[src/rtl/referee_router.sv]
// referee_router: pops words from one input FIFO, decodes a destination
// field from each word and pushes the word into one of N_CH output FIFOs.
// Words whose destination is >= N_CH are discarded and flagged on drop.
// Optional feature macro: REFEREE_STALL_CNT_EN adds per-channel 8-bit
// saturating stall counters on the stall_cnt output.

module referee_router #(
   parameter int DATA_W  = 12,
   parameter int N_CH    = 4,
   parameter int SEL_LSB = 10,
   parameter int SEL_W   = 2
) (
   input  logic              clk,
   input  logic              reset,
   input  logic              empty,
   input  logic [DATA_W-1:0] data_in,
   input  logic [N_CH-1:0]   almost_full,
   output logic              pop,
   output logic [N_CH-1:0]   push,
   output logic [DATA_W-1:0] data_out,
   output logic              drop
`ifdef REFEREE_STALL_CNT_EN
   ,
   output logic [N_CH*8-1:0] stall_cnt
`endif
);

   typedef enum logic [1:0] {
      IDLE,
      WAIT_DATA,
      HOLD
   } state_t;

   state_t              state_q;
   logic [DATA_W-1:0]   hold_q;
   logic [SEL_W-1:0]    dest_q;
   logic [N_CH-1:0]     push_q;
   logic [DATA_W-1:0]   dataOut_q;
   logic                drop_q;

   logic [N_CH-1:0]     destHit;
   logic                destValid;
   logic                afSel;
   logic                stalled;

   // Decode the held destination into a one-hot channel select; no hit means out of range
   always_comb begin
      destHit = '0;
      for (int i = 0; i < N_CH; i++) begin
         destHit[i] = (dest_q == SEL_W'(i));
      end
      destValid = |destHit;
      afSel     = |(destHit & almost_full);
      stalled   = (state_q == HOLD) && destValid && afSel;
   end

   // Read strobe: idle pops when data is waiting, HOLD pops in the same cycle it releases its word
   always_comb begin
      pop = 1'b0;
      if (reset) begin
         case (state_q)
            IDLE:    pop = !empty;
            HOLD:    pop = !empty && !stalled;
            default: pop = 1'b0;
         endcase
      end
   end

   // Main FSM with registered push/drop/data_out
   always_ff @(posedge clk or negedge reset) begin
      if (!reset) begin
         state_q   <= IDLE;
         hold_q    <= '0;
         dest_q    <= '0;
         push_q    <= '0;
         dataOut_q <= '0;
         drop_q    <= 1'b0;
      end else begin
         push_q <= '0;
         drop_q <= 1'b0;
         case (state_q)
            IDLE: begin
               if (pop) state_q <= WAIT_DATA;
            end
            WAIT_DATA: begin
               hold_q  <= data_in;
               dest_q  <= data_in[SEL_LSB +: SEL_W];
               state_q <= HOLD;
            end
            HOLD: begin
               if (!destValid) begin
                  drop_q  <= 1'b1;
                  state_q <= pop ? WAIT_DATA : IDLE;
               end else if (!afSel) begin
                  push_q    <= destHit;
                  dataOut_q <= hold_q;
                  state_q   <= pop ? WAIT_DATA : IDLE;
               end
            end
            default: state_q <= IDLE;
         endcase
      end
   end

   assign push     = push_q;
   assign data_out = dataOut_q;
   assign drop     = drop_q;

`ifdef REFEREE_STALL_CNT_EN
   logic [N_CH-1:0][7:0] stallCnt_q;

   // Per-channel saturating count of cycles stalled in HOLD, cleared when that channel dispatches
   always_ff @(posedge clk or negedge reset) begin
      if (!reset) begin
         stallCnt_q <= '0;
      end else begin
         for (int i = 0; i < N_CH; i++) begin
            if ((state_q == HOLD) && destHit[i]) begin
               if (afSel) begin
                  if (stallCnt_q[i] != 8'hFF) stallCnt_q[i] <= stallCnt_q[i] + 8'd1;
               end else begin
                  stallCnt_q[i] <= 8'd0;
               end
            end
         end
      end
   end

   assign stall_cnt = stallCnt_q;
`endif

endmodule
[config.mk]
export PLATFORM = sky130hd
export DESIGN_NAME = referee_router
export DESIGN_NICKNAME = d
export VERILOG_FILES = /design/src/rtl/referee_router.sv
export SDC_FILE = /design/constraint.sdc
export NUM_CORES = 1
export LEC_CHECK = 0
export ABC_AREA = 1
export BUFFER_PORTS_ARGS = -buffer_cell sky130_fd_sc_hd__clkbuf_2
export CAP_MARGIN = 20
export CORE_MARGIN = 2
export CORE_UTILIZATION = 53
export CTS_CLUSTER_DIAMETER = 50
export DETAILED_ROUTE_END_ITERATION = 12
export PLACE_DENSITY = 0.83
export SYNTH_ARGS = -nofsm -noshare
export SYNTH_HDL_FRONTEND = slang
export SYNTH_SLANG_ARGS = --single-unit
[constraint.sdc]
create_clock -name clk -period 1.75 [get_ports clk]
set_input_delay 0.0875 -clock clk [delete_from_list [all_inputs] [get_ports clk]]
set_output_delay 0.0875 -clock clk [all_outputs]
set_load 0.02 [all_outputs]
# Yosys cells after proc, flatten, opt, wreduce, memory -nomap -nowiden

Index checks and enable logic that the tools add are counted.

Register bits after elaboration: 33
Bits in latches: 0
RAM bits: 0
Bits in read-only memories: 0
Input bits: 19
Output and inout port bits: 18
Memories kept: 0

Add/sub/neg operators: 0
$mul: 0
Divide/modulo/power cells: 0
$lt $le $gt $ge: 0
Eq/ne operators: 7
Shift-type cells: 0
Mux-type cells: 12
Bitwise operators: 2
Reductions and logical operators: 11

Operator list:

| operator             | number |
|---|---|
| $mux W4              | 3 |
| $reduce_or A4 Y1     | 2 |
| $eq A2 B2 Y1 const B | 3 |
| $mux W2              | 3 |
| $pmux W2 S3          | 1 |
| $and A4 B4 Y4        | 1 |
| $eq A2 B1 Y1 const B | 2 |
| $logic_not A2 Y1     | 2 |
| $mux W1              | 4 |
| $logic_and A1 B1 Y1  | 3 |
| $ne A3 B3 Y1 const B | 1 |
| $reduce_and A3 Y1    | 1 |
| $logic_not A1 Y1     | 2 |
| $ne A2 B2 Y1 const B | 1 |
| $pmux W1 S2          | 1 |
| $reduce_and A2 Y1    | 1 |
| $not A1 Y1           | 1 |

# Longest topological paths before layout

Word-level depth: 12
Gate-level depth with buffers: 8

# Worst setup path after synthesis

No wires, ideal clock.

Path type: reg2reg
From: register state_q[0]
To: register hold_q[5]
Library setup time: 0.125 ns
Arrival: 1.006 ns
Data required time: 1.625 ns
Path slack: 0.619 ns
Stages on the path, launching flop included: 4
Clock period less this slack: 1.131 ns
Path through: dfrtp_1 nand2_2 buf_6 mux2_2

Longest elaborated chain between the ends: 1

RTL lines:

| element                  | line | text |
|---|---|---|
| start: declaration       | 34   | `state_t state_q;` |
| start signal: assignment | 93   | `state_q <= pop ? WAIT_DATA : IDLE;` |
| start signal: assignment | 97   | `state_q <= pop ? WAIT_DATA : IDLE;` |
| $eq A2 B1 Y1             | 81   | `case (state_q)` |
| end signal: assignment   | 86   | `hold_q <= data_in;` |
| end: declaration         | 35   | `logic [DATA_W-1:0] hold_q;` |

Every way passes these cells.
A chain may end at the register's enable or synchronous reset.

==> flow_metrics.env <==
export IMPL_cp_required_ns=1.66
export IMPL_clkLatencyLatePin_ns=0.32
export IMPL_clockBufferDepth=2
export IMPL_first_pass_iters=2
export IMPL_ys_types=16
export IMPL_p_sw_uw=1040
export IMPL_netSwitchingFraction=0.390
export IMPL_synth_edff_count=0
export IMPL_end_kind="output pin"
export IMPL_path_cells="inv_2 -> nand2_2 -> nand3_2 -> nand2_4 -> o21bai_2 -> inv_1 -> clkbuf_2"
export IMPL_synth_seq_cells=31
export IMPL_die_h_um=52.6
export IMPL_cp_slowest_cell="dfrtp_1"
export IMPL_rsz0062_at_grt="no"
export IMPL_utilization=0.714
export IMPL_synth_nets=130
export IMPL_period_minus_slack_ns=1.59
export IMPL_hpwl_um=1550
export IMPL_grt_usage=0.194
export IMPL_fin_skew_ns=0.00358
export IMPL_maxCapViolations=0
export IMPL_status="complete, no violations"
export IMPL_drtIter0Drc=13
export IMPL_hold_class="primary input to flop"
export IMPL_worstPathArrival_ns=1.50
export IMPL_timing_fmax_mhz=629
export IMPL_port_buffers=36
export IMPL_layout_commonest_cell="clkbuf_2"
export IMPL_row_count=17
export IMPL_hold_viol=0
export IMPL_finalWirelength_um=2310
export IMPL_synth_area_per_cell_um2=11.3
export IMPL_pwr_share_comb=0.384
export IMPL_wl_per_cell_um=12.2
export IMPL_grt_pass1_vias=874
export IMPL_power_frac_seq=0.443
export IMPL_netlist_top_cells_area="dfrtp_1 62%, mux2_2 9.0%, nand2_1 8.1%"
export IMPL_dieArea_um2=2770
export IMPL_cp_start_kind="flop"
export IMPL_worstPathMaxFanout=14
export IMPL_vdd_drop_max_uv=1070
export IMPL_finalSetupViolCount=0
export IMPL_period_share=0.908
export IMPL_drv_slew=0
export IMPL_pwr_share_clk=0.173
export IMPL_n_antenna_cell=0
export IMPL_p_per_area_nw_per_um2=1680
export IMPL_postSynth_asyncResetShare=1.00
export IMPL_areaGrowthSynthToFinish_pct=27.1
export IMPL_cts_root_buf="clkbuf_4"
export IMPL_postRouteAntennaNets=0
export IMPL_initial_core_util=0.561
export IMPL_avgViaCountPerCell=4.93
export IMPL_synth_top_area_frac=0.619
export IMPL_grt_pass1_wl_um=3690
export IMPL_num_vias=931
export IMPL_cts_sinks=31
export IMPL_gp_congestion=0.782
export IMPL_layout_common_cells="36 x clkbuf_2, 31 x dfrtp_1, 27 x nand2_1, 13 x nand3_1, 10 x mux2_2"
export IMPL_syn_inst=111
export IMPL_io_pins=37
export IMPL_n_fill_cell=176
export IMPL_layout_drive_gt1_share=0.416
export IMPL_p_leak_uw=0.000861
export IMPL_antenna_found_initial=0
export IMPL_nets=179
export IMPL_yosysTopAreaCell="dfrtp_1"
export IMPL_core_um2=2230
export IMPL_grt_max_degree=32
export IMPL_clkTransAtPathRegs_ns=0.09
export IMPL_synth_area_um2=1250
export IMPL_intPower_uw=1630
export IMPL_path_class="flop to output pin"
export IMPL_cts_buffers=5
export IMPL_htree_num_levels=2
export IMPL_grt_overflow=0
export IMPL_slowest_delay_ns=0.43
export IMPL_drc_errors=0
export IMPL_die_width_um=52.6
export IMPL_yosys_warnings=0
export IMPL_ys_flop_type="dfrtp_1"
export IMPL_seq_area_frac_synth=0.619
export IMPL_setup_tns_final_ns=0
export IMPL_cts_tree="built"
## final cells by class
| type | count | area, um^2 | area share |
|---|---|---|---|
| tap | 28 | 35.0 | 0.0220 |
| multi-input combinational | 71 | 418 | 0.262 |
| sequential | 31 | 776 | 0.487 |
| inverter | 5 | 18.8 | 0.0118 |
| clock buffer | 8 | 68.8 | 0.0432 |
| timing repair buffer | 46 | 278 | 0.174 |
## registers in the layout (all words and copies together) (netlist names)
name      flops
push          4
state_q       2
data_out     12
drop          1
hold_q       12
## power groups by stage
stage	clock network (uW)	registers (uW)	logic [uW]
after floorplan	0	1340	631
after global placement	0	1180	977
after detailed placement	0	1200	1020
after CTS	476	1180	1030
after global routing	507	1210	1150
final	464	1180	1030
## repair_timing
action | in CTS | in global routing
setup endpoints to repair | 0 | 1
hold buffers | 8 | 1
setup buffers | 0 | 0
gates resized for setup | 0 | 1
hold endpoints to repair | 38 | 1
## cell usage after synthesis, types with 2 or more instances
cell and instances:
nand2_4 2, dfrtp_1 31, nor2_1 6, nand3_2 2, mux2_2 10, inv_1 4, nand2_1 27, nand2_2 5
nand3_1 13, a21oi_1 2, buf_6 4
## final timing paths
check / start / endpoint / slack (ns) / cells past startpoint
setup / recovery: hold_q[10] / pop / 0.16 / 7
hold / removal: data_in[0] / hold_q[0] / 0.008 / 2
setup reg to reg: hold_q[11] / data_out[7] / 0.49 / 6
hold reg to reg: data_out[2] / data_out[2] / 0.48 / 2
max in group asynchronous: reset / push[0] / 1.14 / 3
min in group asynchronous: reset / hold_q[0] / 0.33 / 3
## routing by layer
| metal | global-route usage | vias to the layer above | share of wire |
|---|---|---|---|
| met2 | 0.313 | 24 | 0.50 |
| met4 | 0.0897 | 0 | 0.014 |
| li1 | - | 451 | - |
| met5 | 0 | - | 0 |
| met3 | 0.0771 | 4 | 0.056 |
| met1 | 0.227 | 452 | 0.43 |
## critical path: cells and delay by family (launching register included)
kind	cells	cell delay (ns)
AOI/OAI and AO/OA	1	0.16
buffers and inverters	3	0.32
DFF	1	0.43
and+or+nand+nor	3	0.28
## cells by family after synthesis
family,share of synthesized area
DFF,0.619
other,0.00299
AOI/OAI and AO/OA,0.0140
muxes,0.0898
and+or+nand+nor,0.224
buffers and inverters,0.0509
## through the flow
stage | total power [uW] | instance area, um^2 | setup slack (ns) | instances | hold slack, ns
global placement | 2160 | 1430 | 0.519 | 172 | 0.141
floorplan | 1970 | 1250 | 0.619 | 111 | -0.208
finish | 2670 | 1590 | 0.161 | 189 | 0.00832
detailed placement | 2210 | 1430 | 0.484 | 172 | 0.149
global route | 2870 | 1590 | 0.00491 | 189 | 0.00109
CTS | 2690 | 1580 | 0.126 | 188 | 0.00340
Note: power is estimated with default switching activity, not from simulation.
